File: config.mk
export PLATFORM = sky130hd
export DESIGN_NAME = sgdh_traffic_light_monitor
export DESIGN_NICKNAME = d
export VERILOG_FILES = /design/src/rtl/sgdh_traffic_light_monitor_pkg.sv /design/src/rtl/sgdh_tl_light_decoder.sv /design/src/rtl/sgdh_traffic_light_monitor.sv
export SDC_FILE = /design/constraint.sdc
export NUM_CORES = 1
export LEC_CHECK = 0
export BUFFER_PORTS_ARGS = -buffer_cell sky130_fd_sc_hd__buf_2
export CAP_MARGIN = 20
export CORE_ASPECT_RATIO = 1.5
export CORE_MARGIN = 5
export CORE_UTILIZATION = 36
export CTS_CLUSTER_SIZE = 28
export DETAILED_ROUTE_END_ITERATION = 6
export PLACE_DENSITY_LB_ADDON = 0.08
export SETUP_SLACK_MARGIN = 0.02
export SYNTH_ARGS = -nofsm -noshare
export SYNTH_HDL_FRONTEND = slang
export SYNTH_SLANG_ARGS = --single-unit
File: constraint.sdc
create_clock -name clk -period 2.3 [get_ports clk]
set_input_delay 0.23 -clock clk [delete_from_list [all_inputs] [get_ports clk]]
set_output_delay 0.23 -clock clk [all_outputs]
set_load 0.1 [all_outputs]
File: src/rtl/sgdh_traffic_light_monitor_pkg.sv
// Shared types, light codes and lookup helpers for the traffic-light monitor.
// Optional statistics counter is enabled by defining SGDH_TL_MON_STATS_EN.
package sgdh_traffic_light_monitor_pkg;

  localparam int TIMER_BIT_WIDTH = 4;

  localparam logic [2:0] LIGHT_RED    = 3'b100;
  localparam logic [2:0] LIGHT_YELLOW = 3'b010;
  localparam logic [2:0] LIGHT_GREEN  = 3'b001;
  localparam logic [2:0] LIGHT_DARK   = 3'b000;

  typedef enum logic [1:0] {
    S_RED     = 2'b00,
    S_GREEN   = 2'b01,
    S_YELLOW  = 2'b10,
    S_UNKNOWN = 2'b11
  } phase_t;

  // Legal cycle is RED -> GREEN -> YELLOW -> RED; UNKNOWN has no successor.
  function automatic phase_t successor(input phase_t p);
    case (p)
      S_RED:    return S_GREEN;
      S_GREEN:  return S_YELLOW;
      S_YELLOW: return S_RED;
      default:  return S_UNKNOWN;
    endcase
  endfunction

  function automatic logic [TIMER_BIT_WIDTH-1:0] expected_time(
    input phase_t p,
    input int     red_t,
    input int     green_t,
    input int     yellow_t
  );
    case (p)
      S_RED:    return TIMER_BIT_WIDTH'(red_t);
      S_GREEN:  return TIMER_BIT_WIDTH'(green_t);
      S_YELLOW: return TIMER_BIT_WIDTH'(yellow_t);
      default:  return '0;
    endcase
  endfunction

  function automatic logic [TIMER_BIT_WIDTH-1:0] sat_increment(
    input logic [TIMER_BIT_WIDTH-1:0] v
  );
    return (v == '1) ? v : v + 1'b1;
  endfunction

endpackage

File: src/rtl/sgdh_tl_light_decoder.sv
// Combinational classifier for the one-hot light bus: valid code, dark, or illegal.
module sgdh_tl_light_decoder
  import sgdh_traffic_light_monitor_pkg::*;
(
  input  logic [2:0] light,
  output logic       valid,
  output logic       dark,
  output logic       illegal,
  output phase_t     phase
);

  always_comb begin
    valid   = 1'b0;
    dark    = 1'b0;
    illegal = 1'b0;
    phase   = S_UNKNOWN;
    case (light)
      LIGHT_RED: begin
        valid = 1'b1;
        phase = S_RED;
      end
      LIGHT_GREEN: begin
        valid = 1'b1;
        phase = S_GREEN;
      end
      LIGHT_YELLOW: begin
        valid = 1'b1;
        phase = S_YELLOW;
      end
      LIGHT_DARK: dark = 1'b1;
      default:    illegal = 1'b1;
    endcase
  end

endmodule

File: src/rtl/sgdh_traffic_light_monitor.sv
// Run-time protocol monitor for the traffic-light core's light bus.
// Define SGDH_TL_MON_STATS_EN to build the completed-cycle counter.
module sgdh_traffic_light_monitor
  import sgdh_traffic_light_monitor_pkg::*;
#(
  parameter int RED_TIME    = 5,
  parameter int YELLOW_TIME = 2,
  parameter int GREEN_TIME  = 4,
  parameter int CNT_W       = 8
) (
  input  logic                       clk,
  input  logic                       areset_n,
  input  logic [2:0]                 light,
  input  logic                       err_clr,
  output logic [1:0]                 phase,
  output logic [TIMER_BIT_WIDTH-1:0] phase_len,
  output logic                       err_code,
  output logic                       err_order,
  output logic                       err_dur,
  output logic [2:0]                 err_sticky,
  output logic [CNT_W-1:0]           cycle_cnt
);

  localparam int TIME_LIMIT = 1 << TIMER_BIT_WIDTH;

  if (RED_TIME <= 0 || RED_TIME >= TIME_LIMIT ||
      YELLOW_TIME <= 0 || YELLOW_TIME >= TIME_LIMIT ||
      GREEN_TIME <= 0 || GREEN_TIME >= TIME_LIMIT) begin : g_bad_time
    $error("sgdh_traffic_light_monitor: *_TIME must be in 1..2^TIMER_BIT_WIDTH-1");
  end

  logic   dec_valid;
  logic   dec_dark;
  logic   dec_illegal;
  phase_t dec_phase;

  sgdh_tl_light_decoder u_decoder (
    .light   (light),
    .valid   (dec_valid),
    .dark    (dec_dark),
    .illegal (dec_illegal),
    .phase   (dec_phase)
  );

  phase_t                     phase_reg,    phase_next;
  logic [TIMER_BIT_WIDTH-1:0] len_reg,      len_next;
  logic                       verified_reg, verified_next;
  logic                       err_code_reg, err_code_next;
  logic                       err_order_reg, err_order_next;
  logic                       err_dur_reg,  err_dur_next;
  logic [2:0]                 sticky_reg,   sticky_next;

  always_ff @(posedge clk or negedge areset_n) begin
    if (!areset_n) begin
      phase_reg     <= S_UNKNOWN;
      len_reg       <= '0;
      verified_reg  <= 1'b0;
      err_code_reg  <= 1'b0;
      err_order_reg <= 1'b0;
      err_dur_reg   <= 1'b0;
      sticky_reg    <= '0;
    end else begin
      phase_reg     <= phase_next;
      len_reg       <= len_next;
      verified_reg  <= verified_next;
      err_code_reg  <= err_code_next;
      err_order_reg <= err_order_next;
      err_dur_reg   <= err_dur_next;
      sticky_reg    <= sticky_next;
    end
  end

  always_comb begin
    phase_next     = phase_reg;
    len_next       = len_reg;
    verified_next  = verified_reg;
    err_code_next  = 1'b0;
    err_order_next = 1'b0;
    err_dur_next   = 1'b0;

    if (dec_valid) begin
      if (dec_phase == phase_reg) begin
        len_next = sat_increment(len_reg);
      end else begin
        // Leaving UNKNOWN carries no order information and starts a partial phase.
        if (phase_reg != S_UNKNOWN && dec_phase != successor(phase_reg)) begin
          err_order_next = 1'b1;
        end
        if (verified_reg &&
            len_reg != expected_time(phase_reg, RED_TIME, GREEN_TIME, YELLOW_TIME)) begin
          err_dur_next = 1'b1;
        end
        phase_next    = dec_phase;
        len_next      = {{(TIMER_BIT_WIDTH-1){1'b0}}, 1'b1};
        verified_next = (phase_reg != S_UNKNOWN);
      end
    end else if (dec_dark) begin
      verified_next = 1'b0;
    end else if (dec_illegal) begin
      err_code_next = 1'b1;
      verified_next = 1'b0;
    end

    // A new error outranks a simultaneous clear.
    sticky_next = (sticky_reg & ~{3{err_clr}}) |
                  {err_dur_next, err_order_next, err_code_next};
  end

`ifdef SGDH_TL_MON_STATS_EN
  logic             cycle_evt;
  logic [CNT_W-1:0] cnt_reg;

  assign cycle_evt = dec_valid && (phase_reg == S_YELLOW) && (dec_phase == S_RED);

  always_ff @(posedge clk or negedge areset_n) begin
    if (!areset_n) begin
      cnt_reg <= '0;
    end else if (cycle_evt) begin
      cnt_reg <= cnt_reg + 1'b1;
    end
  end

  assign cycle_cnt = cnt_reg;
`else
  assign cycle_cnt = '0;
`endif

  assign phase      = phase_reg;
  assign phase_len  = len_reg;
  assign err_code   = err_code_reg;
  assign err_order  = err_order_reg;
  assign err_dur    = err_dur_reg;
  assign err_sticky = sticky_reg;

endmodule

==> results.json <==
{
  "htreeDepth": 1,
  "start_util_pct": 38.0,
  "viasPerCell": 4.94,
  "critPathKind": "flip-flop to flip-flop",
  "drv_slew": 0,
  "synthCells": 99,
  "fill_cells": 258,
  "fin_setup_tns_ns": 0,
  "cts_made_buffers": 3,
  "synth-edff-count": 0,
  "boundaryPins": 26,
  "ir_drop_uv": 376,
  "fin_area_um2": 1070,
  "insertedDiodeCount": 0,
  "portBuffers": 17,
  "period_share_pct": 93.4,
  "gp_congestion": 0.705,
  "yosysSeqAreaShare_pct": 34.5,
  "die_w_um": 52.0,
  "first_global_vias": 756,
  "max_freq_mhz": 465,
  "place.detailed.hpwl_mm": 1.50,
  "track_usage_pct": 12.0,
  "rsz0062_at_grt": "no",
  "syn-cell-area_um2": 951,
  "cts_sinks": 13,
  "rr_worst_depth": 6,
  "synth.most_common_cell": "dfrtp_1",
  "rows": 22,
  "wl_per_cell_um": 13.0,
  "hold_viol": 0,
  "grt_pass1_wl_mm": 3.39,
  "largest_reg_flops": 4,
  "die_area_um2": 3790,
  "crit_fanout": 14,
  "whs_path_depth": 2,
  "crit_chain": "inv_1 -> ha_1 -> or3b_2 -> a21o_1 -> a21oi_2 -> o32ai_1",
  "cts_resized": 0,
  "drive_gt1_share_pct": 26.7,
  "ys_ff_latch": 13,
  "avgSynthCellArea_um2": 9.61,
  "dp_slack_ns": 0.161,
  "cp_slowest_stage_delay_ns": 0.69,
  "multi_input_area_um2": 533,
  "fin_skew_ns": 0.000622,
  "fin_crit_ns": 2.15,
  "maxCapViolCount": 0,
  "utilization_pct": 42.7,
  "synth_flop_cell": "dfrtp_1",
  "wirelength_mm": 1.97,
  "worstPathArrival_ns": 2.30,
  "dr.first_iter.drc_count": 11,
  "netlist.area_leader.share_pct": 28.9,
  "cts_tree": "built",
  "synthArstFlopShare_pct": 100,
  "start_kind": "flip-flop",
  "power_leakage_nw": 0.480,
  "core_area_um2": 2500,
  "chipHeight_um": 72.9,
  "synthToLayoutAreaGrowth_pct": 12.4,
  "path_clk_slew_ns": 0.08,
  "ant_nets": 0,
  "hp-class": "input port to flip-flop",
  "clockBufferDepth": 2,
  "place_area_um2": 1030,
  "cp_data_required_time_ns": 2.46,
  "dr.pass1.iters": 4,
  "antenna_found_initial": 0,
  "final_nets": 128,
  "synth_commonest_cells": "dfrtp_1 (11), buf_4 (9), inv_1 (7)",
  "clkLatencyLatePin_ns": 0.27,
  "setup_viol": 0,
  "yosys.area.top_type": "dfrtp_1",
  "overflow": 0,
  "synthTopCellsByArea": "dfrtp_1 (29%), buf_4 (7.1%), ha_1 (6.6%)",
  "detail_route.drc_violations": 0,
  "grt_max_degree": 19,
  "synth_warnings": 0,
  "cp_slowest_cell": "dfstp_4",
  "seqCellArea_um2": 335,
  "root_buffer": "clkbuf_4",
  "dr_total_vias": 751,
  "status": "completed",
  "cellPowerDensity_nw_per_um2": 1010,
  "setup_ws_ns": 0.151,
  "synth.distinct_cells": 43,
  "endpoint_kind": "flip-flop"
}
worst paths after layout:
check,startpoint,to,slack (ns)
setup / recovery,phase[0]$_DFFE_PN1P_,err_sticky[1]$_DFF_PN0_,0.15
hold / removal,err_clr,err_sticky[1]$_DFF_PN0_,0.16
setup reg to reg,phase[0]$_DFFE_PN1P_,err_sticky[1]$_DFF_PN0_,0.15
hold reg to reg,err_sticky[0]$_DFF_PN0_,err_sticky[0]$_DFF_PN0_,0.48
max in group asynchronous,areset_n,phase[0]$_DFFE_PN1P_,1.65
min in group asynchronous,areset_n,phase_len[2]$_DFFE_PN0P_,0.37
logic make-up (layout without fill, tap and decap cells):
| kind of cell | after synthesis | after routing | share of synthesized area [%] |
|---|---|---|---|
| compound gates | 28 | 28 | 21.8 |
| xor+xnor | 5 | 5 | 4.61 |
| fa+ha+maj | 6 | 6 | 7.76 |
| buf+inv | 20 | 30 | 12.6 |
| flops | 13 | 13 | 34.5 |
| mux | 1 | 1 | 1.05 |
| other cells | 1 | 8 | 0.394 |
| simple gates | 25 | 25 | 17.2 |
power breakdown:
part | switching (mW) | leakage (nW) | internal [mW]
sequential | 0.0531 | 0.162 | 0.279
clock | 0.0761 | 0.0150 | 0.0672
combinational | 0.477 | 0.302 | 0.124
total | 0.606 | 0.480 | 0.471
per-layer routing:
layer	global-route usage, %	vias up	part of all wire, %
met5	0	-	0
met4	7.87	0	2.5
met3	1.23	4	3.4
met2	19.6	17	49
met1	14.4	355	45
li1	-	375	-
worst max-delay path, delay by kind of cell, from the launching register on:
family	cells	cell delay, ns
compound gates	3	0.41
fa+ha+maj	1	0.36
buf+inv	1	0.11
flops	1	0.69
simple gates	1	0.45
through the flow:
stage	power, mW	hold slack, ns	cells
CTS	1.09	0.156	152
global placement	0.938	0.142	147
floorplan	0.860	-0.0656	106
global route	1.14	0.182	152
finish	1.08	0.161	152
detailed placement	0.942	0.139	147
cell usage in the layout, fill, tap and decap left out, types with 2 or more instances in the layout:
cell type	count
a21o_1	2
a21oi_1	3
a31oi_2	2
buf_2	17
clkbuf_4	3
conb_1	8
dfrtp_1	11
dfstp_4	2
ha_1	5
inv_1	7
nand2_1	3
nand3_1	3
nor2_1	3
o21ai_0	5
o21ai_1	2
o21bai_1	2
o22ai_1	2
o32ai_1	2
or3_1	2
or4_1	2
or4b_1	2
xor2_1	4
repair_timing:
item | CTS | global route
endpoints found under the setup margin | 0 | 0
endpoints found under the hold margin | 11 | 0
buffers inserted | 0 | 0
hold buffers | 1 | 0
final cells by class:
type | instances | share of cell area [%]
clock buffers | 4 | 2.46
inverters | 7 | 2.46
multi-input cells | 73 | 49.9
flip-flops and latches | 13 | 31.4
well taps | 36 | 4.22
repair buffers | 19 | 9.60
No activity file was read; power rests on OpenSTA's default activity.
